**config.mk**
```make
export PLATFORM = sky130hd
export DESIGN_NAME = if_control
export DESIGN_NICKNAME = d
export VERILOG_FILES = /design/src/rtl/if_control.sv
export SDC_FILE = /design/constraint.sdc
export NUM_CORES = 1
export LEC_CHECK = 0
export ABC_AREA = 1
export ABC_CLOCK_PERIOD_IN_PS = 2900
export CORE_MARGIN = 3
export CORE_UTILIZATION = 40
export CTS_BUF_LIST = sky130_fd_sc_hd__clkbuf_16
export DETAILED_ROUTE_END_ITERATION = 10
export PLACE_DENSITY = 0.89
export REMOVE_ABC_BUFFERS = 1
export SETUP_SLACK_MARGIN = 0.1
export SYNTH_ARGS = -nofsm -noshare
export SYNTH_HDL_FRONTEND = slang
export SYNTH_SLANG_ARGS = --single-unit
```
**constraint.sdc**
```tcl
create_clock -name clk -period 2.9 [get_ports clk]
set_clock_uncertainty 0.05 [all_clocks]
set_input_delay 0.435 -clock clk [delete_from_list [all_inputs] [get_ports clk]]
set_output_delay 0.435 -clock clk [all_outputs]
set_load 0.02 [all_outputs]
```
**src/rtl/if_control.sv**
```systemverilog
// if_control: instruction-fetch sequencing controller.
// Merges hazard stalls, control-flow requests and interrupt/exception entry
// into fetch-stage controls. Owns the entry state machine and the saved epc.
module if_control (
   input  logic        clk,
   input  logic        rst_n,
   input  logic        irq,
   input  logic        exc,
   input  logic        load_use,
   input  logic        mem_wait,
   input  logic        branch_taken,
   input  logic        is_j,
   input  logic        is_jr,
   input  logic        eret,
   input  logic [31:0] resume_pc,
   output logic        PC_IF_ID_Write,
   output logic [2:0]  select_PC_next,
   output logic [1:0]  status,
   output logic [31:0] epc,
   output logic        double_fault
);

   typedef enum logic [1:0] {RUN = 2'd0, ENTER = 2'd1, KERNEL = 2'd2} state_t;

   state_t state;
   logic   pend_exc;
   logic   pend_irq;
   logic   stall;
   logic   safe;
   logic   entry_req;

   assign stall     = load_use | mem_wait;
   // Entry may only happen when no control transfer is in flight, so that
   // resume_pc is an unambiguous return address.
   assign safe      = ~stall & ~branch_taken & ~is_j & ~is_jr;
   assign entry_req = pend_exc | pend_irq | exc | irq;

   // The fetch stage advances whenever no hazard holds it, in every state.
   assign PC_IF_ID_Write = ~stall;

   // Next-PC select: suppressed while stalled or while the vector is loading.
   always_comb begin
      select_PC_next = 3'b000;
      if (!stall && state != ENTER) begin
         if (branch_taken)  select_PC_next = 3'b100;
         else if (is_j)     select_PC_next = 3'b010;
         else if (is_jr)    select_PC_next = 3'b001;
      end
   end

   // Entry FSM with registered status, pendings, epc and sticky double fault.
   always_ff @(posedge clk or negedge rst_n) begin
      if (!rst_n) begin
         state        <= RUN;
         pend_exc     <= 1'b0;
         pend_irq     <= 1'b0;
         epc          <= 32'h8000_0000;
         double_fault <= 1'b0;
         status       <= 2'b00;
      end else begin
         case (state)
            RUN: begin
               pend_exc <= pend_exc | exc;
               pend_irq <= pend_irq | irq;
               if (entry_req && safe) begin
                  state  <= ENTER;
                  epc    <= resume_pc;
                  // Exception wins; a coincident interrupt is dropped.
                  status <= (pend_exc | exc) ? 2'b01 : 2'b10;
               end
            end
            ENTER: begin
               if (!stall) begin
                  state    <= KERNEL;
                  status   <= 2'b00;
                  pend_exc <= 1'b0;
                  pend_irq <= 1'b0;
               end
            end
            KERNEL: begin
               if (exc) double_fault <= 1'b1;
               if (eret && is_jr && !stall) state <= RUN;
            end
            default: begin
               state  <= RUN;
               status <= 2'b00;
            end
         endcase
      end
   end

endmodule

```
==> results.toml <==
[final_layout]
area_growth_pct = 54.9
instances_no_fill = 320
antennaDiodeCount = 0
layout_commonest_cell = "clkdlybuf4s50_1"
num-fill-cells = 341
drive_gt1_share_pct = 13.3
most-common-layout-cells = "79 x clkdlybuf4s50_1, 48 x nand2_1, 38 x dfrtp_1"
nets = 311

[global_route]
grt_usage_pct = 14.2
grt_antenna_before_repair = 0
grt_pass1_wl_um = 5780
grt_max_degree = 41
grt_pass1_vias = 1314
grt_overflow = 0

[setup_path]
path_cells = "clkdlybuf4s50_1 -> nor2_1 -> nand2_1 -> nor2_1 -> clkdlybuf4s50_1"
path_max_fanout = 3
r2r-end = "epc[0]$_DFFE_PN0P_"
required_ns = 2.41
arrival_ns = 1.95
crit_family = "buffers and inverters"
worstSetupPathDepth = 5
max_stage_delay_ns = 0.60
r2r-start = "state[0]$_DFFE_PN0P_"
ff2ff_path_depth = 5
ff2ff_setup_slack_ns = 1.22
startpoint_type = "input port"
cp_slowest_cell = "clkdlybuf4s50_1"
cp-end-kind = "output pin"
path_buf_inv = 2
critPathKind = "input port to output pin"

[sta]
fmax_mhz = 411
rsz0062_at_grt = "false"
fin_crit_ns = 2.43
tns_ns = 0
relSlewSlack_pct = 42.9
fin_crit_sh_pct = 83.9
hold_violations = 0
worstMarginPinSlew_ns = 0.856
finalSetupViolations = 0
finalMaxSlewViolations = 0

[clock_tree]
clock_sinks = 39
cts_hold_buf = 0
path_clk_slew_ns = 0.06
htreeDepth = 2
cts_tree = "built"
root_buffer = "clkbuf_16"
numCtsBuffers = 5
clock_path_buffers = 2
ctsResizeCount = 0
post_cts_buffers = 0
clkLatencyLatePin_ns = 0.27

[routing]
dr.first_iter.drc_count = 43
drc = 0
ant_nets = 0
vias = 1425
totalWireLength_um = 3550
first_pass_iters = 4
routedWlPerCell_um = 11.1
viasPerCell = 4.45

[floorplan]
pin_count = 81
core_sq_um = 4090
die_x_um = 71.9
die_y_um = 71.9
die_area_sq_um = 5180
rows = 23
initial_core_util_pct = 42.6

[pwr]
leakagePower_nw = 1.30
ir_worst_vdd_mv = 0.517
power.density_nw_per_um2 = 857
total_power_mw = 2.31

[synthesis]
synth_area_leader_cell = "dfrtp_1"
ys_seq_area_share_pct = 56.2
ys_top_cells_by_area = "dfrtp_1 55%, o21ai_2 11%, nand2_1 10%"
synth-seq-cells = 39
syn_inst = 188
avgSynthCellArea_sq_um = 9.25
synth_area_sq_um = 1740
yosys_warnings = 0
synth_top_area_share_pct = 54.7
yosysUniqueCellTypes = 17

[placement]
hpwl_um = 2600
io_buffers = 80
routabilityCongestion = 0.772
dp.cells = 312

[job]
maxCapViolations = 0

[status]
status = "complete, no violations"

[hold_path]
hold_path_class = "input port to async pin"
==> cells in the mapped netlist <==
cell,instances
nand2_2,1
nand2_1,48
a21o_1,1
o21ai_1,8
nand3_1,3
dfstp_2,1
o21ai_0,6
buf_2,1
o21ai_2,22
buf_6,6
dfrtp_1,38
nand4_2,1
nor2_2,3
inv_1,37
nor2_1,10
a21oi_1,1
nor3_1,1
==> worst register-to-register path: stages, from the launching register on <==
cell and delay, ns:
dfrtp_1 0.41, nor2_2 0.21, nand4_4 0.39, buf_12 0.35, nand2_1 0.11, o21ai_2 0.06
==> through the flow <==
stage          hold slack, ns  setup WS (ns)  utilization, %  instance area, sq um
4_1_cts                 0.257          0.463            65.9                  2690
6_report                0.220          0.468            65.9                  2690
5_1_grt                 0.304          0.354            65.9                  2690
3_5_place_dp            0.394          0.468            62.5                  2550
3_3_place_gp            0.387          0.515            62.5                  2550
2_1_floorplan          0.0894          0.581               -                  1670
==> layout make-up <==
class                      instances  area, sq um  share of cell area, %
sequential                        39          977                   36.3
clock buffer                       5          125                   4.64
multi-input combinational        105          559                   20.8
inverter                          37          139                   5.16
clock inverter                     3         15.0                  0.557
tap                               50         62.6                   2.32
timing repair buffer              81          816                   30.3
==> metal layers <==
metal	wire (um)	GRT usage (%)	vias to the layer above
li1	-	-	733
met3	341	6.37	4
met5	0	0	-
met1	1500	17.0	637
met2	1670	23.4	51
met4	32	3.76	0
==> flip-flops by register name, indices dropped and copies added (netlist names) <==
name and cells:
double_fault 1, pend_irq 1, status 2, epc 32, state 2, pend_exc 1
==> how the worst max path moves through the flow <==
stage | start | end | slack [ns]
global placement | branch_taken | select_PC_next[0] | 0.51
floorplan | load_use | epc[21]$_DFFE_PN0P_ | 0.58
detailed placement | branch_taken | select_PC_next[0] | 0.47
CTS | branch_taken | select_PC_next[0] | 0.46
global route | branch_taken | select_PC_next[0] | 0.35
finish | branch_taken | select_PC_next[0] | 0.47
==> power breakdown <==
| part | total [mW] | internal (mW) | switching (mW) |
|---|---|---|---|
| registers | 0.843 | 0.741 | 0.102 |
| logic | 0.957 | 0.473 | 0.485 |
| clock network | 0.509 | 0.312 | 0.197 |
| total | 2.31 | 1.53 | 0.784 |
==> logic make-up (layout without fill, tap and decap cells) <==
logic type      after synthesis  after routing  share of synthesized area, %
buf+inv                      44            126                          12.2
flops                        39             39                          56.2
compound gates               38             38                          15.8
simple gates                 67             67                          15.8
Note: power is estimated with default switching activity, not from simulation.
